File: config.mk
export PLATFORM = sky130hd
export DESIGN_NAME = ds_dac_sequencer
export DESIGN_NICKNAME = d
export VERILOG_FILES = /design/src/rtl/ds_dac_sequencer.sv
export SDC_FILE = /design/constraint.sdc
export NUM_CORES = 1
export LEC_CHECK = 0
export CAP_MARGIN = 20
export CORE_UTILIZATION = 50
export DETAILED_ROUTE_END_ITERATION = 8
export PLACE_DENSITY = 0.71
export SYNTH_ARGS = -nofsm -noshare
export SYNTH_HDL_FRONTEND = slang
export SYNTH_SLANG_ARGS = --single-unit
File: constraint.sdc
create_clock -name clk -period 3.8 [get_ports clk]
set_input_delay 0.95 -clock clk [delete_from_list [all_inputs] [get_ports clk]]
set_output_delay 0.95 -clock clk [all_outputs]
set_load 0.005 [all_outputs]
File: src/rtl/ds_dac_sequencer.sv
// Sample pacer for the delta_sigma DAC: buffers samples in a small FIFO, delivers one
// per sample tick and ramps ds_in to/from mid-scale so enabling or disabling never pops.
module ds_dac_sequencer #(
  parameter int IN_BITS   = 32,
  parameter int CLK_HZ    = 12_000_000,
  parameter int SAMPLE_HZ = 5_000,
  parameter int DEPTH     = 4,
  parameter int RAMP_STEP = 2 ** (IN_BITS - 6)
) (
  input  logic                     clk,
  input  logic                     rst,
  input  logic                     start,
  input  logic                     stop,
  input  logic [IN_BITS-1:0]       s_data,
  input  logic                     s_valid,
  output logic                     s_ready,
  output logic                     ds_ena,
  output logic [IN_BITS-1:0]       ds_in,
  output logic                     busy,
  output logic                     underrun,
  output logic [$clog2(DEPTH):0]   fifo_count
);

  localparam int TICK_DIV = CLK_HZ / SAMPLE_HZ;
  localparam int CW       = $clog2(TICK_DIV);
  localparam int AW       = $clog2(DEPTH);
  localparam int NW       = AW + 1;

  // One extra bit so ramp arithmetic can saturate instead of wrapping.
  localparam logic [IN_BITS:0] MID  = (IN_BITS + 1)'(1) << (IN_BITS - 1);
  localparam logic [IN_BITS:0] STEP = (IN_BITS + 1)'(RAMP_STEP);

  localparam logic [1:0] S_IDLE = 2'd0;
  localparam logic [1:0] S_UP   = 2'd1;
  localparam logic [1:0] S_RUN  = 2'd2;
  localparam logic [1:0] S_DOWN = 2'd3;

  logic [1:0]         state_q, state_d;
  logic [CW-1:0]      cnt_q, cnt_d;
  logic [IN_BITS-1:0] ds_in_q, ds_in_d;
  logic               under_q, under_d;
  logic [AW-1:0]      wr_ptr_q, wr_ptr_d, rd_ptr_q, rd_ptr_d;
  logic [NW-1:0]      count_q, count_d;
  logic [IN_BITS-1:0] mem [DEPTH];

  logic               tick, active, full, push, pop, flush;
  logic [IN_BITS:0]   sum_up;

  assign tick    = (cnt_q == CW'(TICK_DIV - 1));
  assign active  = (state_q == S_UP) || (state_q == S_RUN);
  assign full    = (count_q == NW'(DEPTH));
  assign s_ready = active && !full;
  assign push    = s_valid && s_ready;
  assign sum_up  = {1'b0, ds_in_q} + STEP;

  // NOTE: every always_comb output gets a default first, so no path can infer a latch.
  always_comb begin
    state_d = state_q;
    ds_in_d = ds_in_q;
    under_d = under_q;
    pop     = 1'b0;
    cnt_d   = tick ? '0 : cnt_q + 1'b1;
    case (state_q)
      S_IDLE: begin
        if (start && !stop) begin
          state_d = S_UP;
          under_d = 1'b0;
        end
      end
      S_UP: begin
        if (tick) begin
          ds_in_d = (sum_up >= MID) ? MID[IN_BITS-1:0] : sum_up[IN_BITS-1:0];
          if (sum_up >= MID) state_d = S_RUN;
        end
        if (stop) state_d = S_DOWN;
      end
      S_RUN: begin
        if (tick) begin
          if (count_q != '0) begin
            pop     = 1'b1;
            ds_in_d = mem[rd_ptr_q];
          end else begin
            under_d = 1'b1;
          end
        end
        if (stop) state_d = S_DOWN;
      end
      default: begin
        if (ds_in_q == '0) begin
          state_d = S_IDLE;
        end else if (tick) begin
          ds_in_d = ({1'b0, ds_in_q} > STEP) ? ds_in_q - STEP[IN_BITS-1:0] : '0;
        end
      end
    endcase
  end

  // The FIFO is emptied on the way into RAMP_DOWN and held empty while idle or ramping down.
  assign flush = (state_d == S_DOWN) || (state_q == S_IDLE) || (state_q == S_DOWN);

  always_comb begin
    wr_ptr_d = wr_ptr_q;
    rd_ptr_d = rd_ptr_q;
    count_d  = count_q;
    if (flush) begin
      wr_ptr_d = '0;
      rd_ptr_d = '0;
      count_d  = '0;
    end else begin
      if (push) wr_ptr_d = wr_ptr_q + 1'b1;
      if (pop)  rd_ptr_d = rd_ptr_q + 1'b1;
      count_d = count_q + NW'(push) - NW'(pop);
    end
  end

  // NOTE: sequential state uses non-blocking assignments so all flops update together.
  always_ff @(posedge clk or negedge rst) begin
    if (!rst) begin
      state_q  <= S_IDLE;
      cnt_q    <= '0;
      ds_in_q  <= '0;
      under_q  <= 1'b0;
      wr_ptr_q <= '0;
      rd_ptr_q <= '0;
      count_q  <= '0;
    end else begin
      state_q  <= state_d;
      cnt_q    <= cnt_d;
      ds_in_q  <= ds_in_d;
      under_q  <= under_d;
      wr_ptr_q <= wr_ptr_d;
      rd_ptr_q <= rd_ptr_d;
      count_q  <= count_d;
    end
  end

  // NOTE: sample storage has no reset; count_q alone decides which entries are valid.
  always_ff @(posedge clk) begin
    if (push && !flush) mem[wr_ptr_q] <= s_data;
  end

  assign ds_ena     = (state_q != S_IDLE);
  assign busy       = (state_q != S_IDLE);
  assign ds_in      = ds_in_q;
  assign underrun   = under_q;
  assign fifo_count = count_q;

endmodule

-- Word-level counts from Yosys, hierarchy flattened
Memories as Yosys holds them, arrays and structs flattened.
Index checks and enable logic that the tools add are counted.
- add/sub/neg operators: 7
- order comparisons: 2
- eq/ne operators: 12
- muxes and demuxes: 30
- bitwise operators: 1
- reductions and logical operators: 20
- operator list (cell ; count):
    32-bit 2-to-1 mux ; 7
    32-bit one-hot mux with 3 select lines ; 1
    32-bit by 27-bit adder with 33-bit output (second input constant) ; 1
    33-bit by 32-bit greater-or-equal comparator with 1-bit output (second input constant) ; 1
    32-bit by 27-bit greater-than comparator with 1-bit output (second input constant) ; 1
    32-bit logical NOT ; 1
    32-bit by 27-bit subtractor with 32-bit output (second input constant) ; 1
    2-bit 2-to-1 mux ; 10
    12-bit by 1-bit adder with 12-bit output (second input constant) ; 1
    12-bit == test (second input constant) ; 1
    12-bit 2-to-1 mux ; 1
    2-bit nonzero test ; 5
    1-bit 2-to-1 mux ; 8
    2-bit != test (second input constant) ; 4
    2-bit == test (second input constant) ; 3
    2-bit one-hot mux with 3 select lines ; 1
    6-bit AND reduction ; 1
    2-bit by 1-bit adder with 2-bit output (second input constant) ; 2
    1-bit logical AND ; 4
    4-bit AND reduction ; 1
    3-bit by 1-bit adder with 3-bit output ; 1
    3-bit == test (second input constant) ; 1
    1-bit logical NOT ; 3
    1-bit logical OR ; 3
    9 further kinds ; 9
- bits in registers: 54
- RAM bits: 128
- bits of input ports: 37
- output and inout port bits: 39
- word-level logic and storage cells: 80
- memories kept: 1
- memory list (name ; words ; bits a word ; read ports ; clocked after memory_dff ; wr ports ; line ; source):
    mem ; 4 ; 32 ; 1 ; 0 ; 1 ; 44 ; logic [IN_BITS-1:0] mem [DEPTH];

-- Logic depth before layout (Yosys ltp)
- depth after elaboration: 13
- mapped depth: 13
- gate-level depth less buffers: 11

-- Worst setup path after synthesis
Ideal clock, no wire load.
- kind: register to register
- from: register cnt_q[0]
- to: memory mem[0][0], enable pin
- library setup time: 0.392 ns
- data arrival time: 2.920 ns
- data required time: 3.408 ns
- setup slack: 0.488 ns
- cell stages (with the launch flop): 9
- buffers on the path: 1
- period minus slack after synthesis: 3.312 ns
- cells stage by stage: dfrtp_1 -> ha_1 -> and4_1 -> and3_1 -> buf_2 -> nor3b_1 -> o41a_1 -> a211oi_1 -> and3_1
- cells in the longest elaborated chain, start to end: 11
- RTL lines (item ; line ; source):
    start: declaration ; 39 ; logic [CW-1:0] cnt_q, cnt_d;
    start signal: assignment ; 128 ; cnt_q <= cnt_d;
    12-bit == test ; 49 ; assign tick = (cnt_q == CW'(TICK_DIV - 1));
    2-bit 2-to-1 mux ; 71 ; if (tick) begin
    2-bit 2-to-1 mux ; 75 ; if (stop) state_d = S_DOWN;
    2-bit one-hot mux with 3 select lines ; 63 ; case (state_q)
    2-bit == test ; 99 ; assign flush = (state_d == S_DOWN) || (state_q == S_IDLE) || (state_q == S_DOWN);
    1-bit logical OR (2 in a row) ; 99 ;
    1-bit logical NOT ; 139 ; if (push && !flush) mem[wr_ptr_q] <= s_data;
    1-bit logical AND ; 139 ;
    1-bit 2-to-1 mux ; 139 ;
    1-bit 2-to-1 mux (implied by the code) ; 139 ;
    end: declaration ; 44 ;
No other way between the ends.

-- Final worst setup path
- from: register cnt_q[0]
- to: memory mem[2][5], enable pin
Same word-level chain as after synthesis.

==> results.toml <==
[route]
vias_per_cell = 5.76
drt-total-wl_um = 15600
first_iter_violations = 404
dr.pass1.iters = 4
route.detailed.drc = 0
post_drt_wl_per_cell_um = 20.7
vias = 4346
ant_nets = 0

[power_and_ir_drop]
p_leak_nw = 3.47
pwr_density_cell_mw_per_mm2 = 644
ir_drop_v = 0.000384
finalPower_mw = 6.00

[grt]
grt_pass1_vias = 4646
grt_first_pass_wirelength_um = 25200
antenna_found_initial = 0
overflow = 0
grtUsageTotal_pct = 21.3
grt_max_degree = 37

[place]
dp.final_hpwl_um = 9950
place_congestion = 0.892
port_buffers = 75

[critical_path]
cp_slowest_cell = "a211oi_1"
max_stage_delay_ns = 0.61
crit_top_cell = "and3_1"
cp-start-kind = "register"
path_cells = "ha_1 > and4_1 > and3_1 > nor3b_1 > a21oi_1 > a211oi_1 > and3_1 > buf_12"
critPathMaxFanout = 32
endpoint_kind = "register"
worstPathArrival_ns = 3.43
crit_required_ns = 3.91
path_class = "register to register"

[yosys]
yosys-mux-area-fraction_pct = 14.1
yosysWarnings = 0
ys_seq_area_share_pct = 66.8
synth_top_cell_by_area = "edfxtp_1"
synth-compound-area-share_pct = 4.41
synth_area_mm2 = 0.00777
ys.flop_type = "edfxtp_1"
yosys.area_share.adder_pct = 2.67
synth_edf_count = 128
async_reset_ff_share_pct = 29.7
synth_cells = 472
yosys.area_share.simple_pct = 7.47
synth_cell_types = 50
synth.avg_cell_area_um2 = 16.5
synth.area.top_cells = "edfxtp_1 49%, dfrtp_1 17%, mux4_2 9.3%, mux2_4 3.7%, and3_1 2.8%"
synth_top_area_share_pct = 49.4
synth-seq-cells = 182
syn-num-nets = 525
synth_top_family_by_area = "multiplexers"
synth_xor_area_share_pct = 2.03

[layout]
final_nets = 607
drive_gt1_share_pct = 18.7
diodes = 0
nFillCells = 1134
area_delta_synth_final_pct = 19.9

[sta]
rsz0062_at_grt = "false"
finClkSkew_ns = 0.0113
worst_pin_slew_ns = 0.750
fin_tns_setup_ns = 0
maxSlewHeadroom_pct = 50.0
slew_viol_final = 0
fin_crit_ns = 3.32
setup_violations = 0
period_share_pct = 87.4
timing.fmax_mhz = 301
hold_violations = 0
holdWs_ns = 0.489

[floorplanning]
row_count = 45
die_x_um = 127
die-area_mm2 = 0.0161
start_util_pct = 51.1
fp.dieH_um = 127
boundaryPins = 76
core_area_mm2 = 0.0152

[flow_run]
maxCapViolations = 0

[cts]
ctsRootBufferMaster = "clkbuf_16"
clk_pin_slew_ns = 0.06
cts_tree = "done"
cts_made_buffers = 17
clock_sinks = 182
htree_num_levels = 4
cts_hold_buffers = 0
ctsResizeCount = 0
cts_buffer_depth = 2
postCtsSetupBuffers = 0
clk_latency_ns = 0.43

[run_status]
status = "finished, final reports clean"

[worst_hold_path]
worstHoldPathType = "register to register"
==> per-stage QoR <==
step | instances | area, µm² | util [%] | worst slack [ns]
after floorplan | 472 | 7770 | - | 0.488
after CTS | 755 | 9320 | 61.3 | 0.533
after global placement | 723 | 8780 | 57.8 | 0.376
final | 755 | 9320 | 61.3 | 0.479
after detailed placement | 723 | 8780 | 57.8 | 0.200
after global routing | 755 | 9320 | 61.3 | 0.264
==> state kept, by name, indices dropped and copies added (netlist names) <==
register	cells
cnt_q	12
ds_in	32
fifo_count	3
mem	128
rd_ptr_q	2
state_q	2
underrun	1
wr_ptr_q	2
==> Yosys cell counts (10+ instances only) <==
cell type and number:
a21oi_1 12, and3_1 35, clkbuf_1 16, dfrtp_1 54, edfxtp_1 128, ha_1 15, inv_1 17, mux2_4 19
mux4_2 32, nand2_1 13, nor2_1 22, o21ai_0 11, xnor2_1 10
==> metal layers <==
layer	GRT usage (%)	up-vias	share of wire, %
li1	-	1976	-
met1	28.6	2202	45
met2	34.3	149	48
met3	5.69	19	6.0
met4	6.79	0	1.2
met5	0	-	0
==> final timing paths <==
path                                          from                     to  slack, ns  cells past startpoint
worst min-delay path            cnt_q[0]$_DFF_PN0_     cnt_q[0]$_DFF_PN0_       0.49                      1
worst min register to register  cnt_q[0]$_DFF_PN0_     cnt_q[0]$_DFF_PN0_       0.49                      1
min in group asynchronous                      rst   state_q[0]$_DFF_PN0_       0.58                      1
max in group asynchronous                      rst  ds_in[24]$_DFFE_PN0P_       2.38                      2
worst max register to register  cnt_q[0]$_DFF_PN0_    mem[2][5]$_DFFE_PP_       0.48                      8
worst max-delay path            cnt_q[0]$_DFF_PN0_    mem[2][5]$_DFFE_PP_       0.48                      8
==> layout by cell type, fill, tap and decap left out, drive strengths merged, types with 2 or more instances in the layout <==
cell	instances
edfxtp	128
clkdlybuf4s50	74
dfrtp	54
and3	35
mux4	32
mux2	26
nor2	22
clkbuf	21
inv	20
ha	15
buf	14
nand2	13
a21oi	12
o21ai	11
xnor2	10
nand3	9
xor2	8
clkinv	7
nor4	6
nor3	5
a21boi	3
and2	3
and4	2
a31oi	2
nor3b	2
o22ai	2
nand2b	2
nand4	2
or3	2
o21a	2
nor2b	2
a41oi	2
o31ai	2
a32oi	2
==> cell type report <==
cell class,count,area (µm²),share of cell area (%)
Clock buffer,21,460,4.94
Clock inverter,11,76.3,0.819
Inverter,17,63.8,0.685
Multi-Input combinational cell,248,2380,25.6
Sequential cell,182,5200,55.7
Tap cell,188,235,2.52
Timing Repair Buffer,88,906,9.72
==> kinds of logic (layout without fill, tap and decap cells) <==
group | Yosys count | in the layout
buf+inv | 42 | 137
flops | 182 | 182
compound gates | 48 | 48
fa+ha+maj | 16 | 16
mux | 59 | 59
xor+xnor | 18 | 18
simple gates | 107 | 107
==> report_power, final <==
part | total, mW | internal, mW | switching (mW)
registers | 2.56 | 2.39 | 0.175
logic | 1.84 | 0.831 | 1.01
clock network | 1.61 | 0.874 | 0.732
total | 6.00 | 4.09 | 1.91
==> worst max-delay path: cells and delay by family, from the launching register on <==
family / cells / cell delay, ns
simple gates: 4 / 1.37
fa+ha+maj: 1 / 0.21
compound gates: 2 / 0.78
flops: 1 / 0.38
buf+inv: 1 / 0.24
No activity file was read; power rests on OpenSTA's default activity.
